===== config.mk =====
export PLATFORM = sky130hd
export DESIGN_NAME = afu_wr_arbiter
export DESIGN_NICKNAME = d
export VERILOG_FILES = /design/src/rtl/spl_afu_pkg.sv /design/src/rtl/afu_rr_arb2.sv /design/src/rtl/afu_wr_arbiter.sv
export SDC_FILE = /design/constraint.sdc
export NUM_CORES = 2
export LEC_CHECK = 0
export BUFFER_PORTS_ARGS = -buffer_cell sky130_fd_sc_hd__buf_2
export CAP_MARGIN = 20
export CORE_AREA = 5 5 723 725
export CTS_BUF_LIST = sky130_fd_sc_hd__clkbuf_8
export CTS_CLUSTER_DIAMETER = 50
export CTS_CLUSTER_SIZE = 10
export DETAILED_ROUTE_END_ITERATION = 10
export DIE_AREA = 0 0 728 730
export PLACE_DENSITY = 0.3
export SLEW_MARGIN = 20
export SYNTH_ARGS = -nofsm -noshare
export SYNTH_HDL_FRONTEND = slang
export SYNTH_SLANG_ARGS = --single-unit
export TNS_END_PERCENT = 50

===== constraint.sdc =====
create_clock -name vl_clk_LPdomain_32ui -period 5.5 [get_ports vl_clk_LPdomain_32ui]
set_input_delay 1.1 -clock vl_clk_LPdomain_32ui [delete_from_list [all_inputs] [get_ports vl_clk_LPdomain_32ui]]
set_output_delay 1.1 -clock vl_clk_LPdomain_32ui [all_outputs]
set_load 0.05 [all_outputs]

===== src/rtl/spl_afu_pkg.sv =====
// Widths and drain FSM encoding shared by the AFU write arbiter and its sub-blocks.
// Header and data widths match the CCI TX write channel.
package spl_afu_pkg;
  localparam int TX_HDR_W = 99;
  localparam int DATA_W   = 512;
  localparam int RX_HDR_W = 18;

  typedef enum logic [1:0] {
    RUN   = 2'd0,
    DRAIN = 2'd1,
    DONE  = 2'd2
  } drain_state_t;
endpackage


===== src/rtl/afu_rr_arb2.sv =====
// Two-way round-robin grant, combinational from valid/enable and the last winner.
// last_grant only moves when a grant is issued, so an idle cycle never changes priority.
module afu_rr_arb2 (
  input  logic       clk,
  input  logic       rst_n,
  input  logic [1:0] valid_i,
  input  logic       enable_i,
  output logic [1:0] grant_o
);
  logic last_grant_q;

  always_comb begin
    grant_o = 2'b00;
    if (enable_i) begin
      unique case (valid_i)
        2'b01:   grant_o = 2'b01;
        2'b10:   grant_o = 2'b10;
        2'b11:   grant_o = last_grant_q ? 2'b01 : 2'b10;
        default: grant_o = 2'b00;
      endcase
    end
  end

  // Reset to 1 so requester 0 wins the first tie.
  always_ff @(posedge clk or negedge rst_n) begin
    if (!rst_n) begin
      last_grant_q <= 1'b1;
    end else if (|grant_o) begin
      last_grant_q <= grant_o[1];
    end
  end
endmodule


===== src/rtl/afu_wr_arbiter.sv =====
// Shares the AFU TX write channel between a stream engine (0) and a status writer (1),
// with almost-full backpressure, an outstanding-write cap and a drain handshake.
module afu_wr_arbiter
  import spl_afu_pkg::*;
#(
  parameter int MAX_OUTSTANDING = 64,
  parameter int CNT_W           = 8
) (
  input  logic                vl_clk_LPdomain_32ui,
  input  logic                ffs_vl_LP32ui_lp2sy_SystemReset_n,
  input  logic                req0_valid,
  input  logic [TX_HDR_W-1:0] req0_hdr,
  input  logic [DATA_W-1:0]   req0_data,
  output logic                req0_ready,
  input  logic                req1_valid,
  input  logic [TX_HDR_W-1:0] req1_hdr,
  input  logic [DATA_W-1:0]   req1_data,
  output logic                req1_ready,
  input  logic                spl_tx_wr_almostfull,
  output logic                afu_tx_wr_valid,
  output logic [TX_HDR_W-1:0] afu_tx_wr_hdr,
  output logic [DATA_W-1:0]   afu_tx_data,
  input  logic                spl_rx_wr_valid0,
  input  logic                spl_rx_wr_valid1,
  input  logic                drain_req,
  output logic                drain_done,
  output logic [CNT_W-1:0]    outstanding,
  output logic                err_underflow
);
  localparam logic [CNT_W-1:0] MAX_CNT = CNT_W'(MAX_OUTSTANDING);

  logic                clk;
  logic                rst_n;
  logic                can_issue;
  logic [1:0]          grant;
  logic                accept;
  logic [CNT_W:0]      inc_sum;
  logic [CNT_W:0]      dec_ext;
  logic [CNT_W:0]      diff;
  logic                underflow;
  logic [CNT_W-1:0]    out_d;

  logic                tx_vld_q;
  logic [TX_HDR_W-1:0] tx_hdr_q;
  logic [DATA_W-1:0]   tx_dat_q;
  logic [CNT_W-1:0]    out_q;
  logic                err_q;
  drain_state_t        state_q;
  logic                done_q;

  assign clk   = vl_clk_LPdomain_32ui;
  assign rst_n = ffs_vl_LP32ui_lp2sy_SystemReset_n;

  // The counter already includes the write sitting in the output register.
  assign can_issue = !spl_tx_wr_almostfull && (out_q < MAX_CNT) && (state_q == RUN);

  afu_rr_arb2 u_arb (
    .clk      (clk),
    .rst_n    (rst_n),
    .valid_i  ({req1_valid, req0_valid}),
    .enable_i (can_issue),
    .grant_o  (grant)
  );

  assign req0_ready = grant[0];
  assign req1_ready = grant[1];
  assign accept     = |grant;

  always_comb begin
    inc_sum   = {1'b0, out_q} + {{CNT_W{1'b0}}, accept};
    dec_ext   = {{(CNT_W-1){1'b0}}, 2'({1'b0, spl_rx_wr_valid0} + {1'b0, spl_rx_wr_valid1})};
    diff      = inc_sum - dec_ext;
    underflow = inc_sum < dec_ext;
    out_d     = underflow ? '0 : diff[CNT_W-1:0];
  end

  always_ff @(posedge clk or negedge rst_n) begin
    if (!rst_n) begin
      tx_vld_q <= 1'b0;
      tx_hdr_q <= '0;
      tx_dat_q <= '0;
      out_q    <= '0;
      err_q    <= 1'b0;
    end else begin
      tx_vld_q <= accept;
      if (accept) begin
        tx_hdr_q <= grant[1] ? req1_hdr  : req0_hdr;
        tx_dat_q <= grant[1] ? req1_data : req0_data;
      end
      out_q <= out_d;
      if (underflow) begin
        err_q <= 1'b1;
      end
    end
  end

  always_ff @(posedge clk or negedge rst_n) begin
    if (!rst_n) begin
      state_q <= RUN;
      done_q  <= 1'b0;
    end else begin
      unique case (state_q)
        RUN: begin
          done_q <= 1'b0;
          if (drain_req) state_q <= DRAIN;
        end
        DRAIN: begin
          if (!drain_req) begin
            state_q <= RUN;
          end else if (out_q == '0 && !tx_vld_q) begin
            state_q <= DONE;
            done_q  <= 1'b1;
          end
        end
        DONE: begin
          if (!drain_req) begin
            state_q <= RUN;
            done_q  <= 1'b0;
          end
        end
        default: begin
          state_q <= RUN;
          done_q  <= 1'b0;
        end
      endcase
    end
  end

  assign afu_tx_wr_valid = tx_vld_q;
  assign afu_tx_wr_hdr   = tx_hdr_q;
  assign afu_tx_data     = tx_dat_q;
  assign outstanding     = out_q;
  assign err_underflow   = err_q;
  assign drain_done      = done_q;
endmodule


==> results.json <==
{
  "cp.required_ps": 4400,
  "synthDistinctLibCells": 42,
  "power_density_nw_per_um2": 658.9,
  "numCtsBuffers": 153,
  "die_area_um2": 531400,
  "wl_met3_mm": 63.52,
  "hold_viol": 0,
  "comb_power_share_pct": 54.1,
  "antenna_left": 0,
  "power.internal_mw": 14.19,
  "clockBufferDepth": 4,
  "relSlewSlack_pct": 27.56,
  "core_um2": 515300,
  "grt_pass1_wl_mm": 451.6,
  "power.leakage_nw": 26.10,
  "antenna_found_initial": 553,
  "slew_viol_final": 0,
  "dr_wl_met2_mm": 174.1,
  "final_cells": 11800,
  "finalClockSkew_ps": 76.94,
  "rsz0062_at_grt": "no",
  "start_util_pct": 5.574,
  "syn_nets": 3991,
  "clkSinkCount": 625,
  "max_freq_mhz": 229.0,
  "synth-seq-cells": 625,
  "port-buffer-count": 1853,
  "yosys.cell_count.top_type": "dfrtp_1",
  "drt_iter0_drc": 2238,
  "row_count": 264,
  "postCtsSetupBuffers": 0,
  "clk_latency_ps": 970,
  "cts-root-buf": "clkbuf_8",
  "grt-ovfl-total": 0,
  "layout-drive-gt1-share_pct": 45.93,
  "nets": 5848,
  "hpwl_mm": 347.8,
  "tns_ps": 0,
  "power_frac_seq_pct": 25.0,
  "cp_max_fo": 19,
  "ys_async_sr_fraction_pct": 100.0,
  "min_period_ps": 4367,
  "synth-seq-area-share_pct": 54.46,
  "irDropWorstVdd_uv": 270.9,
  "place_ws_ps": 1129,
  "synth_edf_count": 0,
  "wl_met1_mm": 130.5,
  "yosysTopAreaCellShare_pct": 54.37,
  "finalWorstSetupSlack_ps": 1133,
  "ys_top_cells_by_area": "dfrtp_1 54%, mux2i_1 21%, o21ai_1 9.0%",
  "track_usage_pct": 13.89,
  "drt-total-wl_mm": 386.0,
  "synth_area_leader_cell": "dfrtp_1",
  "path_clk_slew_ps": 70,
  "maxCapViolCount": 0,
  "drc": 0,
  "netlist_area_um2": 28720,
  "cts_resized": 0,
  "syn2layout_area_growth_pct": 75.34,
  "p_sw_mw": 18.99,
  "yosys-top-cells-count": "624 x dfrtp_1, 623 x nand2_1, 613 x mux2i_1",
  "drtPass1Iterations": 5,
  "viasPerCell": 2.663,
  "ioPinCount": 1854,
  "grt_start_max_net_pins": 217,
  "syn_avg_cell_area_um2": 10.42,
  "num_vias": 31430,
  "setup_viol": 0,
  "die_x_um": 728,
  "end_kind": "primary output",
  "synth_flop_cell": "dfrtp_1",
  "worst_pin_slew_ps": 1087,
  "clockPowerShare_pct": 21.0,
  "placed_cells": 11240,
  "hp-class": "input pin to flip-flop",
  "syn_inst": 2755,
  "finalCritPeriodShare_pct": 79.40,
  "cp_data_arrival_time_ps": 3270,
  "top_layer": "met5",
  "gp_congestion": 0.9856,
  "cts_max_level": 4,
  "fp.dieH_um": 730,
  "cp-start-kind": "flip-flop",
  "wl_per_cell_um": 32.71,
  "status": "complete, no violations",
  "yosysWarnings": 0,
  "criticalPathCategory": "flip-flop to primary output",
  "cts_hold_buffers": 1,
  "sw_frac_of_total_pct": 57.24,
  "cts_tree": "yes",
  "grt_pass1_vias": 30380
}
[final timing paths]
path                                                   start                to  slack [ps]  cells after the start
setup / recovery                              outstanding[6]        req1_ready        1130                      6
hold / removal                                req1_data[400]  afu_tx_data[400]         390                      3
setup reg to reg                              outstanding[6]     err_underflow        1650                     12
hold reg to reg                                err_underflow     err_underflow         470                      1
max in group asynchronous  ffs_vl_LP32ui_lp2sy_SystemReset_n   afu_tx_data[37]        3340                      3
min in group asynchronous  ffs_vl_LP32ui_lp2sy_SystemReset_n  afu_tx_data[255]         700                      2
[cells by family after synthesis]
family | synth area share [%]
buf+inv | 3.673
fa+ha+maj | 0.2875
simple gates | 8.962
xor+xnor | 0.2135
mux | 21.40
compound gates | 11.00
flops | 54.46
[routing by layer]
layer | vias up | GRT usage [%]
met1 | 14310 | 13.94
met5 | - | 0
li1 | 13630 | -
met3 | 1055 | 10.17
met4 | 260 | 4.965
met2 | 2178 | 22.20
[cell type report]
type / count / area (um^2)
repair buffers: 1907 / 9867
fillers: 60330 / 464900
flip-flops and latches: 625 / 15640
diodes: 288 / 720.7
inverters: 8 / 30.03
multi-input cells: 1917 / 12050
clock buffers: 186 / 2560
clock inverters: 88 / 998.5
well taps: 6783 / 8487
[sequential cells by signal, indices dropped and copies added, names as in the netlist]
name and flops:
err_underflow 1, outstanding 8, drain_done 1, state_q 2, afu_tx_wr_hdr 99, afu_tx_wr_valid 1
afu_tx_data 512, u_arb.last_grant_q 1
[per-stage QoR]
stage	util, %	hold WS (ps)	total power [mW]	instance area, um^2
after floorplan	-	470.0	19.25	28720
after global placement	8.940	458.3	26.89	46070
after detailed placement	8.940	458.1	26.87	46070
after CTS	9.633	119.6	34.24	49640
after global routing	9.707	241.8	35.11	50020
final	9.773	390.1	33.18	50360
[power by group through the flow]
stage	Combinational, mW	Clock (mW)	Sequential (mW)
after floorplan	2.81	0	16.4
after global placement	18.5	0	8.34
after detailed placement	18.5	0	8.36
after CTS	18.5	7.39	8.32
after global routing	19.0	7.46	8.61
final	17.9	6.96	8.29
[cell usage in the layout, fill, tap and decap left out, types with 2 or more instances in the layout]
cell type	synthesis	layout
a21oi_1	9	9
and3_1	3	3
buf_12	0	14
buf_2	108	1852
buf_4	8	39
bufinv_16	0	18
clkbuf_8	0	186
clkinv_2	0	23
clkinv_4	0	9
clkinv_8	0	3
clkinvlp_4	0	9
dfrtp_1	624	624
diode_2	0	288
ha_1	5	5
inv_1	8	25
inv_6	0	7
inv_8	0	2
mux2i_1	613	612
nand2_1	623	623
nand2b_1	3	3
nand3_1	5	4
nor2_1	10	10
nor3_1	2	2
nor4_1	3	3
o21ai_0	94	94
o21ai_1	518	518
or2_2	2	2
xnor2_1	4	4
xor2_1	3	3
[worst max-delay path: stages (launching register included)]
cell and delay [ps]:
dfrtp_1 480, nor2_2 200, nor4b_4 480, nand3_4 410, buf_4 380, inv_1 80, buf_2 260
No activity file was read; power rests on OpenSTA's default activity.
